`config.mk`:
```
export PLATFORM = sky130hd
export DESIGN_NAME = fp_mult_seq
export DESIGN_NICKNAME = d
export VERILOG_FILES = /design/src/rtl/fp_mult_seq.sv
export SDC_FILE = /design/constraint.sdc
export NUM_CORES = 1
export LEC_CHECK = 0
export ABC_CLOCK_PERIOD_IN_PS = 6640
export BUFFER_PORTS_ARGS = -buffer_cell sky130_fd_sc_hd__buf_4
export CORE_ASPECT_RATIO = 1.25
export CORE_MARGIN = 4
export CORE_UTILIZATION = 55
export DETAILED_ROUTE_END_ITERATION = 12
export PLACE_DENSITY = 0.85
export SETUP_SLACK_MARGIN = 0.05
export SLEW_MARGIN = 30
export SYNTH_ARGS = -nofsm -noshare
export SYNTH_HDL_FRONTEND = slang
export SYNTH_SLANG_ARGS = --single-unit
```
`constraint.sdc`:
```
create_clock -name clk -period 6.64 [get_ports clk]
set_input_delay 0.332 -clock clk [delete_from_list [all_inputs] [get_ports clk]]
set_output_delay 0.332 -clock clk [all_outputs]
set_load 0.02 [all_outputs]
```
`src/rtl/fp_mult_seq.sv`:
```
// Sequential single-precision-layout floating-point multiplier.
// One shift-add multiplier step per cycle, then a normalize cycle and a
// rounding cycle. Zero/denormal operands flush to signed zero and an
// all-ones exponent forces a signed infinity without running the multiplier.
module fp_mult_seq #(
    parameter int MANT_W = 24,
    parameter int EXP_W  = 8
) (
    input  logic                    clk,
    input  logic                    rst,
    input  logic                    in_valid,
    output logic                    in_ready,
    input  logic [EXP_W+MANT_W-1:0] a,
    input  logic [EXP_W+MANT_W-1:0] b,
    input  logic [1:0]              mode,
    output logic                    out_valid,
    input  logic                    out_ready,
    output logic [EXP_W+MANT_W-1:0] result,
    output logic                    inexact,
    output logic                    overflow,
    output logic                    underflow
);

    localparam int W  = EXP_W + MANT_W;      // operand/result width
    localparam int FW = MANT_W - 1;          // stored fraction width
    localparam int PW = 2 * MANT_W;          // full product width
    localparam int XW = EXP_W + 2;           // signed working exponent width
    localparam int CW = $clog2(MANT_W + 1);  // multiplier step counter width

    localparam logic signed [XW-1:0] BIAS     = XW'((1 << (EXP_W - 1)) - 1);
    localparam logic signed [XW-1:0] EXP_MAX  = XW'((1 << EXP_W) - 1);
    localparam logic signed [XW-1:0] EXP_ONE  = XW'(1);
    localparam logic signed [XW-1:0] EXP_ZERO = '0;
    localparam logic [CW-1:0]        LAST_STEP = CW'(MANT_W - 1);

    typedef enum logic [2:0] {
        IDLE,
        MUL,
        NORM,
        ROUND,
        DONE
    } state_t;

    state_t state_reg;
    state_t state_next;

    // Captured operation
    logic                    sign_reg;
    logic [1:0]              mode_reg;
    logic [EXP_W-1:0]        exp_a_reg;
    logic [EXP_W-1:0]        exp_b_reg;
    logic [MANT_W-1:0]       mcand_reg;
    logic [MANT_W-1:0]       mplier_reg;

    // Working state
    logic [CW-1:0]           count_reg;
    logic [PW-1:0]           acc_reg;
    logic signed [XW-1:0]    exp_reg;

    // Registered outputs
    logic [W-1:0]            result_reg;
    logic                    inexact_reg;
    logic                    overflow_reg;
    logic                    underflow_reg;

    // Operand classification at the accept point
    logic [EXP_W-1:0] exp_a_in;
    logic [EXP_W-1:0] exp_b_in;
    logic             zero_in;
    logic             special_in;

    assign exp_a_in   = a[W-2:FW];
    assign exp_b_in   = b[W-2:FW];
    assign zero_in    = (exp_a_in == '0) || (exp_b_in == '0);
    assign special_in = (exp_a_in == '1) || (exp_b_in == '1);

    // Partial product for the current multiplier bit (MSB first)
    logic [PW-1:0] addend;
    genvar gi;
    generate
        for (gi = 0; gi < PW; gi++) begin : g_addend
            if (gi < MANT_W) begin : g_lo
                assign addend[gi] = mcand_reg[gi] & mplier_reg[MANT_W-1];
            end else begin : g_hi
                assign addend[gi] = 1'b0;
            end
        end
    endgenerate

    // Biased exponent of the product, bumped when the product is in [2,4)
    logic signed [XW-1:0] exp_norm;
    assign exp_norm = $signed({2'b00, exp_a_reg}) + $signed({2'b00, exp_b_reg})
                      - BIAS + (acc_reg[PW-1] ? EXP_ONE : EXP_ZERO);

    // Rounding of the normalized product; the hidden bit is always 1 here,
    // so only the fraction is incremented and its carry bumps the exponent
    logic                 guard_bit;
    logic                 sticky_bit;
    logic                 low_any;
    logic                 round_inc;
    logic [FW:0]          frac_sum;
    logic signed [XW-1:0] exp_fin;

    // Round-increment decision and final exponent
    always_comb begin
        guard_bit  = acc_reg[MANT_W-1];
        sticky_bit = |acc_reg[MANT_W-2:0];
        low_any    = guard_bit | sticky_bit;
        round_inc  = 1'b0;
        case (mode_reg)
            2'b00:   round_inc = 1'b0;
            2'b01:   round_inc = ~sign_reg & low_any;
            2'b10:   round_inc = sign_reg & low_any;
            default: round_inc = guard_bit & (sticky_bit | acc_reg[MANT_W]);
        endcase
        frac_sum = {1'b0, acc_reg[PW-2 -: FW]} + {{FW{1'b0}}, round_inc};
        exp_fin  = exp_reg + (frac_sum[FW] ? EXP_ONE : EXP_ZERO);
    end

    // State register
    always_ff @(posedge clk or posedge rst) begin
        if (rst) begin
            state_reg <= IDLE;
        end else begin
            state_reg <= state_next;
        end
    end

    // Next-state and handshake outputs
    always_comb begin
        state_next = state_reg;
        in_ready   = 1'b0;
        out_valid  = 1'b0;
        case (state_reg)
            IDLE: begin
                in_ready = 1'b1;
                if (in_valid) begin
                    state_next = (zero_in || special_in) ? DONE : MUL;
                end
            end
            MUL: begin
                if (count_reg == LAST_STEP) begin
                    state_next = NORM;
                end
            end
            NORM:  state_next = ROUND;
            ROUND: state_next = DONE;
            DONE: begin
                out_valid = 1'b1;
                if (out_ready) begin
                    state_next = IDLE;
                end
            end
            default: state_next = IDLE;
        endcase
    end

    // Datapath: capture, shift-add, normalize, round and pack
    always_ff @(posedge clk or posedge rst) begin
        if (rst) begin
            sign_reg      <= 1'b0;
            mode_reg      <= 2'b00;
            exp_a_reg     <= '0;
            exp_b_reg     <= '0;
            mcand_reg     <= '0;
            mplier_reg    <= '0;
            count_reg     <= '0;
            acc_reg       <= '0;
            exp_reg       <= '0;
            result_reg    <= '0;
            inexact_reg   <= 1'b0;
            overflow_reg  <= 1'b0;
            underflow_reg <= 1'b0;
        end else begin
            case (state_reg)
                IDLE: begin
                    if (in_valid) begin
                        sign_reg   <= a[W-1] ^ b[W-1];
                        mode_reg   <= mode;
                        exp_a_reg  <= exp_a_in;
                        exp_b_reg  <= exp_b_in;
                        mcand_reg  <= {1'b1, a[FW-1:0]};
                        mplier_reg <= {1'b1, b[FW-1:0]};
                        count_reg  <= '0;
                        acc_reg    <= '0;
                        if (zero_in) begin
                            result_reg    <= {a[W-1] ^ b[W-1], {(W-1){1'b0}}};
                            inexact_reg   <= 1'b0;
                            overflow_reg  <= 1'b0;
                            underflow_reg <= 1'b0;
                        end else if (special_in) begin
                            result_reg    <= {a[W-1] ^ b[W-1], {EXP_W{1'b1}}, {FW{1'b0}}};
                            inexact_reg   <= 1'b0;
                            overflow_reg  <= 1'b0;
                            underflow_reg <= 1'b0;
                        end
                    end
                end
                MUL: begin
                    acc_reg    <= {acc_reg[PW-2:0], 1'b0} + addend;
                    mplier_reg <= mplier_reg << 1;
                    count_reg  <= count_reg + 1'b1;
                end
                NORM: begin
                    if (!acc_reg[PW-1]) begin
                        acc_reg <= acc_reg << 1;
                    end
                    exp_reg <= exp_norm;
                end
                ROUND: begin
                    if (exp_fin >= EXP_MAX) begin
                        result_reg    <= {sign_reg, {EXP_W{1'b1}}, {FW{1'b0}}};
                        inexact_reg   <= 1'b1;
                        overflow_reg  <= 1'b1;
                        underflow_reg <= 1'b0;
                    end else if (exp_fin <= EXP_ZERO) begin
                        result_reg    <= {sign_reg, {(W-1){1'b0}}};
                        inexact_reg   <= 1'b1;
                        overflow_reg  <= 1'b0;
                        underflow_reg <= 1'b1;
                    end else begin
                        result_reg    <= {sign_reg, exp_fin[EXP_W-1:0], frac_sum[FW-1:0]};
                        inexact_reg   <= low_any;
                        overflow_reg  <= 1'b0;
                        underflow_reg <= 1'b0;
                    end
                end
                default: ;
            endcase
        end
    end

    assign result    = result_reg;
    assign inexact   = inexact_reg;
    assign overflow  = overflow_reg;
    assign underflow = underflow_reg;

endmodule

```
==> results of run 1 <==
## cells in the final DEF (no fill, tap or decap), types with 21 or more instances in the layout
cell type,netlist,final
a21o_1,21,21
a21oi_1,32,32
a22oi_1,26,26
and2_1,32,31
buf_4,0,115
dfrtp_1,168,168
ha_1,46,46
inv_1,27,26
mux2i_1,25,25
nand2_1,270,270
nand3_1,38,38
nand4_1,21,21
nor2_1,45,43
o211ai_1,22,22
o21ai_0,47,47
o21ai_2,21,21
xor2_1,32,32
## metal layers
layer | global-route usage (%) | part of all wire, % | up-vias
met3 | 3.591 | 5.9 | 59
met5 | 0 | 0 | -
met1 | 32.29 | 42 | 4138
met2 | 40.90 | 50 | 323
li1 | - | - | 4149
met4 | 9.805 | 3.0 | 0
## metrics by stage
stage	worst slack [ps]	instance area [um^2]	std cells
after floorplan	1761	9987	1123
after global placement	2422	10910	1400
after detailed placement	2212	10920	1400
after CTS	2086	11460	1432
after global routing	1825	11470	1432
final	2151	11470	1432
## cell type report
cell class | instances | area share, %
sequential | 168 | 36.67
timing repair buffer | 115 | 7.529
clock buffer | 18 | 3.743
inverter | 27 | 0.9494
multi-input combinational | 866 | 47.66
tap | 224 | 2.444
clock inverter | 14 | 1.004
## path summary, 6_finish.rpt
| kind | from | to | depth (start not counted) |
|---|---|---|---|
| min reg2reg | mcand_reg[23]$_DFFE_PP0P_ | mcand_reg[23]$_DFFE_PP0P_ | 1 |
| max | acc_reg[15]$_DFFE_PP0P_ | result[21]$_DFFE_PP0P_ | 17 |
| max reg2reg | acc_reg[15]$_DFFE_PP0P_ | result[21]$_DFFE_PP0P_ | 17 |
| min | rst | mplier_reg[5]$_DFFE_PP0P_ | 2 |
| min in group clk | a[10] | mcand_reg[10]$_DFFE_PP0P_ | 3 |
| max in group asynchronous | rst | acc_reg[32]$_DFFE_PP0P_ | 3 |
## power by group
group / internal (uW) / switching [uW] / leakage [uW]
logic: 983 / 1480 / 0.00308
registers: 1410 / 375 / 0.00217
clock network: 486 / 438 / 0.000252
## kinds of logic after synthesis
| family | after synthesis | synth area share (%) |
|---|---|---|
| DFF | 168 | 42.09 |
| and+or+nand+nor | 482 | 22.10 |
| buffers and inverters | 89 | 3.533 |
| AOI/OAI and AO/OA | 258 | 18.93 |
| adders and majority gates | 48 | 6.164 |
| xor gates and xnor gates | 52 | 4.560 |
| muxes | 26 | 2.618 |
==> metrics.cfg, run 1 <==
[run_status]
status = finished, final reports clean

[yosys]
yosys.area.top_type_share_pct = 42.09
ys.flop_type = dfrtp_1
synth-edff-count = 0
synth_cell_types = 75
ys_seq_elements = 168
async_reset_ff_share_pct = 100.0
ys_warn_count = 0
ys_seq_area_share_pct = 42.09
syn_inst = 1123
synthTopCellsByCount = 270 x nand2_1, 168 x dfrtp_1, 50 x clkbuf_1, 47 x o21ai_0, 46 x ha_1
synth.most_common_cell = nand2_1
synth_largest_area_cell = dfrtp_1
synth.net_count = 1241
synth.area.top_cells = dfrtp_1 42%, nand2_1 10%, ha_1 5.8%
avgSynthCellArea_um2 = 8.893
synth_area_um2 = 9987

[drt]
wirelength_mm = 24.21
vias_per_cell = 6.054
drtPass1Iterations = 6
drtAntennaViolNets = 0
wl_per_cell_um = 16.91
drtIter0Drc = 734
via_count = 8669
drc_errors = 0

[global_route]
grt_max_degree = 113
gr-usage-all-layers_pct = 24.50
grt_overflow = 0
antenna_found_initial = 0
grt_pass1_wl_mm = 40.80
grt_pass1_vias = 8407

[power]
total_power_uw = 5172
vdd_drop_max_mv = 0.2310
p_per_area_nw_per_um2 = 451.0
leakage_uw = 0.005496

[critical_path]
worst-setup-path-type = reg2reg
cp_cell_sequence = nor4_1 > nand4_1 > nor2_1 > nor2_1 > o221a_2 > ha_1 > nand3_1 > nor3_1 > ha_1 > ha_1 > nand3_1 > xor2_1 > and4_1 > a31oi_4 > o221ai_2 > or2_4 > o21ai_0
r2r_slack_ps = 2150
worst_ep_arrival_time_ps = 4780
worst_ep_required_time_ps = 6930
startpoint_type = flop
cp_max_fo = 23
slowest_delay_ps = 450
crit_path_end_kind = flop
slowest_stage = or2_4
crit_buf_inv = 0
crit_family = simple AND/OR/NAND/NOR gates
cpMostUsedCell = ha_1

[placement]
hpwlAfterDp_mm = 17.14
gp_congestion = 0.9194
port_buffers = 106

[cells_and_area]
fillers = 1434
final_core_util_pct = 65.02
area_growth_pct = 14.81
antenna_cells = 0
multiInputGateArea_um2 = 5465
ff_latch_area_um2 = 4204
drive_above_1_share_pct = 16.06
largest_reg_flops = 48
finalNetCount = 1313

[die]
dieHeight_um = 158.7
die_w_um = 128.5
io_pins = 107
rows = 54
fp.coreArea_um2 = 17630
initial_core_util_pct = 56.63
die-area_um2 = 20390

[sta]
post-route-period-util_pct = 67.61
timing.hold.ws_ps = 16.32
setup_viol = 0
max_freq_ghz = 0.2227
period_needed_ps = 4489
slew_headroom_pct = 46.15
rsz0062_at_grt = false
finalSetupTns_ps = 0
finalHoldViolCount = 0
maxSlewViolCount = 0
finClkSkew_ps = 9.058
tightest_slew_ps = 799.3

[run]
max_cap_viol_count = 0

[clocking]
post_cts_buffers = 0
htreeDepth = 4
numCtsBuffers = 17
cts_tree = yes
cts_resized = 0
cts_hold_buf = 0
cts_buffer_depth = 2
clkSinkCount = 168
clock_latency_ps = 430
root_buffer = clkbuf_16
path_clk_slew_ps = 70

[worst_hold_path]
hold_path_class = in2async

(Power assumes the default switching activity.)
==> inputs of run 2 (changes only) <==
ABC_CLOCK_PERIOD_IN_PS = 4320   (was 6640)
clock period = 4.32 ns   (was 6.64 ns; I/O delays follow)
==> run 2 against run 1 <==
Against the previous run: die area stayed put; global-route usage is 1.6 points higher; cell count up 3.6%; critical path depth did not move; fmax increased by 13%; design area rose by 4.8%; combinational power up 57%; power up 58%; worst hold slack worse by 9.3 ps; sequential power up 54%; largest power group unchanged.
==> metrics.cfg, run 2 (synthesis gave the netlist of run 1 again) <==
[power]
switchingPower_uw = 3570  ; +56%
vdd_drop_max_mv = 0.4291  ; +86%
leakage_uw = 0.005737  ; +4.4%
p_per_area_nw_per_um2 = 678.9  ; +51%
p_comb_share_pct = 47.5  ; -0.2 points
intPower_uw = 4591  ; +60%
swShare_pct = 43.74  ; -0.64 points
seqPwrFrac_pct = 33.6  ; -0.9 points
clkPwrFrac_pct = 18.8  ; +0.9 points

[drt]
drtPass1Iterations = 5  ; -1
vias_per_cell = 6.044  ; -0.16%
drtAntennaViolNets = 0  ; unchanged
routed.top_layer = met4
wl_met2_mm = 13.15  ; +9.7%
wl_per_cell_um = 17.33  ; +2.5%
drc_errors = 0  ; unchanged
wirelength_mm = 25.72  ; +6.2%
m1WireLength_mm = 10.58  ; +5.2%
drtIter0Drc = 778  ; +6.0%
met3RoutedLength_mm = 1.289  ; -10%
via_count = 8969  ; +3.5%

[die]
die-area_um2 = 20390  ; unchanged
fp.coreArea_um2 = 17630  ; unchanged
rows = 54  ; unchanged
die_w_um = 128.5  ; unchanged
io_pins = 107  ; unchanged
initial_core_util_pct = 56.63  ; unchanged
dieHeight_um = 158.7  ; unchanged

[global_route]
grt_pass1_vias = 8951  ; +6.5%
grt_overflow = 0  ; unchanged
antenna_found_initial = 0  ; unchanged
gr-usage-all-layers_pct = 26.06  ; +1.6 points
grt_pass1_wl_mm = 43.31  ; +6.2%
grt_max_degree = 103  ; -8.8%

[critical_path]
rr_startpoint = acc_reg[2]$_DFFE_PP0P_
cpMostUsedCell = ha_1
crit_buf_inv = 0  ; unchanged
cp_cell_sequence = nor4_1 > nand4_1 > nor2_1 > nor2_1 > o221a_2 > ha_1 > nand3_1 > nor3_1 > ha_1 > ha_1 > nand3_1 > xor2_1 > and4_1 > a31oi_4 > o221ai_2 > or2_4 > o21ai_0
cp_max_fo = 12  ; -48%
r2r_slack_ps = 340  ; -1810 ps
crit_path_end_kind = flop
worst-setup-path-type = reg2reg
startpoint_type = flop
slowest_stage = dfrtp_1
crit_family = simple AND/OR/NAND/NOR gates
worst_ep_required_time_ps = 4620  ; -2310 ps
worst_ep_arrival_time_ps = 4280  ; -500 ps
slowest_delay_ps = 430  ; -20 ps
reg2regPathDepth = 17  ; unchanged
reg2reg_to = result[22]$_DFFE_PP0P_

[sta]
finClkSkew_ps = 9.732  ; +0.6744 ps
max_freq_ghz = 0.2512  ; +13%
post-route-period-util_pct = 92.15  ; +25 points
finalSetupTns_ps = 0  ; unchanged
tightest_slew_ps = 889.0  ; +89.68 ps
setup_viol = 0  ; unchanged
maxSlewViolCount = 0  ; unchanged
rsz0062_at_grt = false
period_needed_ps = 3981  ; -508.4 ps
slew_headroom_pct = 40.11  ; -6.0 points
finalHoldViolCount = 0  ; unchanged

[cells_and_area]
final_cell_mix = 270 x nand2_1, 168 x dfrtp_1, 121 x buf_4
area_growth_pct = 20.36
final_core_util_pct = 68.16  ; +3.1 points
antenna_cells = 0  ; unchanged
drive_above_1_share_pct = 16.11  ; +0.052 points
final_cells = 1484  ; +3.6%
finalNetCount = 1365  ; +4.0%
final_common_cell = nand2_1
fillers = 1383  ; -3.6%
largest_reg_flops = 48  ; unchanged

[clocking]
clkSinkCount = 168  ; unchanged
cts_tree = yes
cts_buffer_depth = 2  ; unchanged
htreeDepth = 4  ; unchanged
root_buffer = clkbuf_16
numCtsBuffers = 17  ; unchanged
path_clk_slew_ps = 70  ; about the same
clock_latency_ps = 430  ; about the same

[worst_hold_path]
hold_path_class = in2reg
holdPathStages = 3
hp-start = b[17]
min_to = mplier_reg[17]$_DFFE_PP0P_

[placement]
gp_congestion = 0.9256  ; +0.67%
hpwlAfterDp_mm = 17.21  ; +0.44%
dp.cells = 1407  ; +0.50%
port_buffers = 106  ; unchanged

[run]
max_cap_viol_count = 0  ; unchanged

[run_status]
status = finished, final reports clean

-- run 2: changes by cell type in the layout (fill, tap and decap cells not counted), sizes merged --
cell and change:
dlygate4sd3 +44, bufinv +2, buf +7, clkbuf +1, clkinv +1, or2 +1, inv -4
-- run 2: stage by stage --
| stage | total power (uW) | setup slack, ps | area (um^2) | hold slack, ps |
|---|---|---|---|---|
| 2_1_floorplan | 5490 | 734.3 | 9991 | 321.4 |
| 3_3_place_gp | 6351 | 362.0 | 10980 | 314.6 |
| 3_5_place_dp | 6505 | 217.5 | 10980 | 315.4 |
| 4_1_cts | 8121 | 157.7 | 12000 | 0.4685 |
| 5_1_grt | 8755 | 64.68 | 12020 | 6.573 |
| 6_report | 8161 | 339.1 | 12020 | 6.989 |
-- run 2: power groups by stage --
stage / clock network, uW / logic, uW / registers, uW
floorplan: 0 / 2930 / 2560
global placement: 0 / 3640 / 2710
detailed placement: 0 / 3760 / 2750
CTS: 1550 / 3840 / 2730
global route: 1610 / 4320 / 2830
finish: 1540 / 3880 / 2740
-- run 2: final cells by class --
cell class / count / area [um^2] / area share (%)
inverter: 27 / 105.1 / 0.8744
sequential: 168 / 4204 / 34.97
clock buffer: 19 / 442.9 / 3.685
tap: 224 / 280.3 / 2.332
multi-input combinational: 867 / 5475 / 45.55
clock inverter: 13 / 143.9 / 1.197
timing repair buffer: 166 / 1369 / 11.39
-- run 2: what timing repair did --
action,in CTS,in global routing
hold endpoints to repair,68,0
hold buffers,44,0
gates resized for setup,0,3
buffers inserted,0,0
endpoints found under the setup margin,0,24
-- run 2: worst max-delay path by stage --
| stage | start | endpoint | slack (ps) | depth (start not counted) |
|---|---|---|---|---|
| 2_1_floorplan | acc_reg[2]$_DFFE_PP0P_ | result[10]$_DFFE_PP0P_ | 730 | 18 |
| 3_3_place_gp | acc_reg[15]$_DFFE_PP0P_ | result[20]$_DFFE_PP0P_ | 360 | 16 |
| 3_5_place_dp | acc_reg[15]$_DFFE_PP0P_ | result[22]$_DFFE_PP0P_ | 220 | 16 |
| 4_1_cts | acc_reg[15]$_DFFE_PP0P_ | result[22]$_DFFE_PP0P_ | 160 | 16 |
| 5_1_grt | acc_reg[15]$_DFFE_PP0P_ | result[22]$_DFFE_PP0P_ | 60 | 17 |
| 6_report | acc_reg[2]$_DFFE_PP0P_ | result[22]$_DFFE_PP0P_ | 340 | 17 |
-- run 2: worst reg2reg max path: stages (launching register included) --
cell and delay [ps]:
dfrtp_1 430, nor4_1 330, nand4_1 260, nor2_1 240, nor2_1 70, o221a_2 250, ha_1 210, nand3_1 110
nor3_1 80, ha_1 210, ha_1 220, nand3_1 120, xor2_1 190, and4_1 340, a31oi_4 120, o221ai_2 260
or2_4 290, o21ai_0 130
-- run 2: routing by layer --
metal	track usage (%)	up-vias
li1	-	4255
met2	45.96	310
met4	10.46	0
met1	32.43	4347
met5	0	-
met3	3.389	57
==> inputs of run 3 (changes only) <==
ABC_CLOCK_PERIOD_IN_PS = 3600   (was 4320)
CORE_UTILIZATION = 54   (was 55)
GPL_TIMING_DRIVEN = 0   (was default)
PLACE_DENSITY = 0.87   (was 0.85)
clock period = 3.6 ns   (was 4.32 ns; I/O delays follow)
==> run 3 against run 2 <==
Against the previous run: the run now ends with negative setup slack left; first-iteration DRC count grew 30%; wire length is 19% higher; setup slack worse by 490 ps; register-to-register slack lost 490 ps; count of clock-buffer cells in the layout up 2; sequential power rose by 19%; highest routed layer is now met5.
==> metrics.cfg, run 3 (synthesis gave the netlist of run 1 again) <==
[power]
p_per_area_nw_per_um2 = 803.2  ; +18%
leakage_uw = 0.006081  ; +6.0%
vdd_drop_max_mv = 0.4549  ; +6.0%

[critical_path]
slowest_stage = dfrtp_2
slowest_delay_ps = 450  ; +20 ps
crit_family = simple AND/OR/NAND/NOR gates
cp_max_fo = 7  ; -5
cpMostUsedCell = ha_4
startpoint_type = flop
worst_ep_required_time_ps = 3930  ; -690 ps
worst_ep_arrival_time_ps = 4080  ; -200 ps
crit_buf_inv = 1  ; +1
worst-setup-path-type = reg2reg
crit_path_end_kind = flop
cp_cell_sequence = nor4_4 > nand4_1 > nor2_2 > nor2_1 > o221a_2 > ha_4 > nand3_4 > nor3_4 > ha_4 > ha_4 > nand4_1 > a2111o_1 > a21oi_2 > o21a_1 > or2_4 > clkbuf_16 > o21ai_2

[global_route]
busiest_layer = met2
grt_use_met3_pct = 6.156  ; +2.8 points
gr-usage-all-layers_pct = 29.00  ; +2.9 points
use_met1_pct = 32.82  ; +0.40 points
grt_overflow = 0  ; unchanged
grt_max_degree = 29  ; -72%
grtUsageMet2_pct = 50.21  ; +4.2 points
grt_pass1_vias = 9976  ; +11%
grt_pass1_wl_mm = 48.93  ; +13%
antenna_found_initial = 2  ; +2

[clocking]
numCtsBuffers = 17  ; unchanged
cts_tree = yes
root_buffer = clkbuf_16
clkSinkCount = 168  ; unchanged
cts_buffer_depth = 2  ; unchanged
clock_latency_ps = 440  ; about the same
htreeDepth = 4  ; unchanged
path_clk_slew_ps = 70  ; about the same

[drt]
drtIter0Drc = 1010  ; +30%
vias_per_cell = 6.202  ; +2.6%
via_count = 9787  ; +9.1%
drtAntennaViolNets = 0  ; unchanged
drtPass1Iterations = 6  ; +1
wirelength_mm = 30.70  ; +19%
drc_errors = 0  ; unchanged
wl_per_cell_um = 19.45  ; +12%

[placement]
gp_congestion = 0.9484  ; +2.5%
hpwlAfterDp_mm = 19.86  ; +15%
place_area_um2 = 11260  ; +2.6%
dp_slack_ps = -748.5  ; -966.0 ps
dp.cells = 1464  ; +4.1%
port_buffers = 106  ; unchanged

[sta]
tightest_slew_ps = 923.4  ; +34.35 ps
finalSetupTns_ps = -2611  ; -2611 ps
timing.hold.ws_ps = 2.665  ; -4.324 ps
finalWorstSetupSlack_ps = -152.2  ; -491.3 ps
setup_viol = 23  ; +23
finalHoldViolCount = 0  ; unchanged
max_freq_ghz = 0.2665  ; +6.1%
post-route-period-util_pct = 104.2  ; +12 points
period_needed_ps = 3752  ; -228.7 ps
maxSlewViolCount = 0  ; unchanged
finClkSkew_ps = 9.086  ; -0.6468 ps
slew_headroom_pct = 38.44  ; -1.7 points
rsz0062_at_grt = true

[run]
max_cap_viol_count = 0  ; unchanged

[cells_and_area]
finalNetCount = 1455  ; +6.6%
final_cell_mix = 269 x nand2_1, 162 x dfrtp_1, 126 x buf_4
largest_reg_flops = 48  ; unchanged
final_area_um2 = 12920  ; +7.5%
final_common_cell = nand2_1
area_growth_pct = 29.40
drive_above_1_share_pct = 18.31  ; +2.2 points
final_cells = 1578  ; +6.3%

[run_status]
violations = negative setup slack
status = finished, violations left

[die]
fp.coreArea_um2 = 18170  ; +3.0%
io_pins = 107  ; unchanged
die_w_um = 129.6  ; +0.86%
dieHeight_um = 160.0  ; +0.87%
die-area_um2 = 20750  ; +1.7%
rows = 55  ; +1.9%
initial_core_util_pct = 54.97  ; -1.7 points

[worst_hold_path]
hold_path_class = in2reg

-- run 3: changes by cell type in the layout (fill, tap and decap cells not counted), moves of 4 or more --
cell           previous run  this run
clkbuf_1                  1        46
dlygate4sd3_1            44        65
buf_1                     0         7
buf_16                    0         6
dfrtp_1                 168       162
dfrtp_2                   0         6
buf_4                   121       126
nor4_1                   11         6
ha_1                     46        42
nand3_1                  38        34
nor4_2                    0         4
-- run 3: final timing paths --
| kind | start | to | slack [ps] | cells after the start |
|---|---|---|---|---|
| max | acc_reg[6]$_DFFE_PP0P_ | result[13]$_DFFE_PP0P_ | -150 | 17 |
| min | out_ready | state_reg[2]$_DFFE_PP0P_ | 3 | 2 |
| max reg2reg | acc_reg[6]$_DFFE_PP0P_ | result[13]$_DFFE_PP0P_ | -150 | 17 |
| min reg2reg | mcand_reg[23]$_DFFE_PP0P_ | mcand_reg[23]$_DFFE_PP0P_ | 460 | 1 |
| max in group asynchronous | rst | acc_reg[1]$_DFFE_PP0P_ | 2240 | 7 |
| min in group asynchronous | rst | result[31]$_DFFE_PP0P_ | 270 | 3 |
-- run 3: per-stage QoR --
step           util [%]  power, uW
6_report          71.14      10380
5_1_grt           71.14      11020
4_1_cts           70.45      10120
3_5_place_dp      61.98       7996
3_3_place_gp      61.01       7745
2_1_floorplan         -       6594
-- run 3: power breakdown --
| group | switching [uW] | internal, uW |
|---|---|---|
| Combinational | 3160 | 2040 |
| Sequential | 653 | 2600 |
| Clock | 793 | 1130 |
| Total | 4610 | 5770 |
-- run 3: timing repair --
item	CTS	global route
setup endpoints to repair	34	43
pin swaps	18	30
resized for setup	39	15
endpoints found under the hold margin	77	0
cloned	1	1
hold buffers	65	0
setup buffers	16	6
-- run 3: layout make-up --
| class | instances | area, um^2 |
|---|---|---|
| antenna | 1 | 2.502 |
| fill | 1305 | 5244 |
| clock inverter | 10 | 142.6 |
| multi-input combinational | 866 | 5638 |
| sequential | 168 | 4212 |
| inverter | 27 | 105.1 |
| tap | 228 | 285.3 |
| clock buffer | 21 | 460.4 |
| buffer | 57 | 251.5 |
| timing repair buffer | 200 | 1827 |
-- run 3: per-layer routing --
layer  wire [um]  vias to the layer above  share of wire [%]
met5          13                        -              0.042
met2       15790                      516                 51
li1            -                     4435                  -
met1       11270                     4694                 37
met3        2225                      140                7.2
met4        1406                        2                4.6
-- run 3: worst reg2reg max path, cell delays in order, from the launching register on --
cell	delay, ps
dfrtp_2	450
nor4_4	300
nand4_1	240
nor2_2	190
nor2_1	50
o221a_2	270
ha_4	180
nand3_4	90
nor3_4	60
ha_4	190
ha_4	260
nand4_1	130
a2111o_1	440
a21oi_2	180
o21a_1	170
or2_4	230
clkbuf_16	180
o21ai_2	60
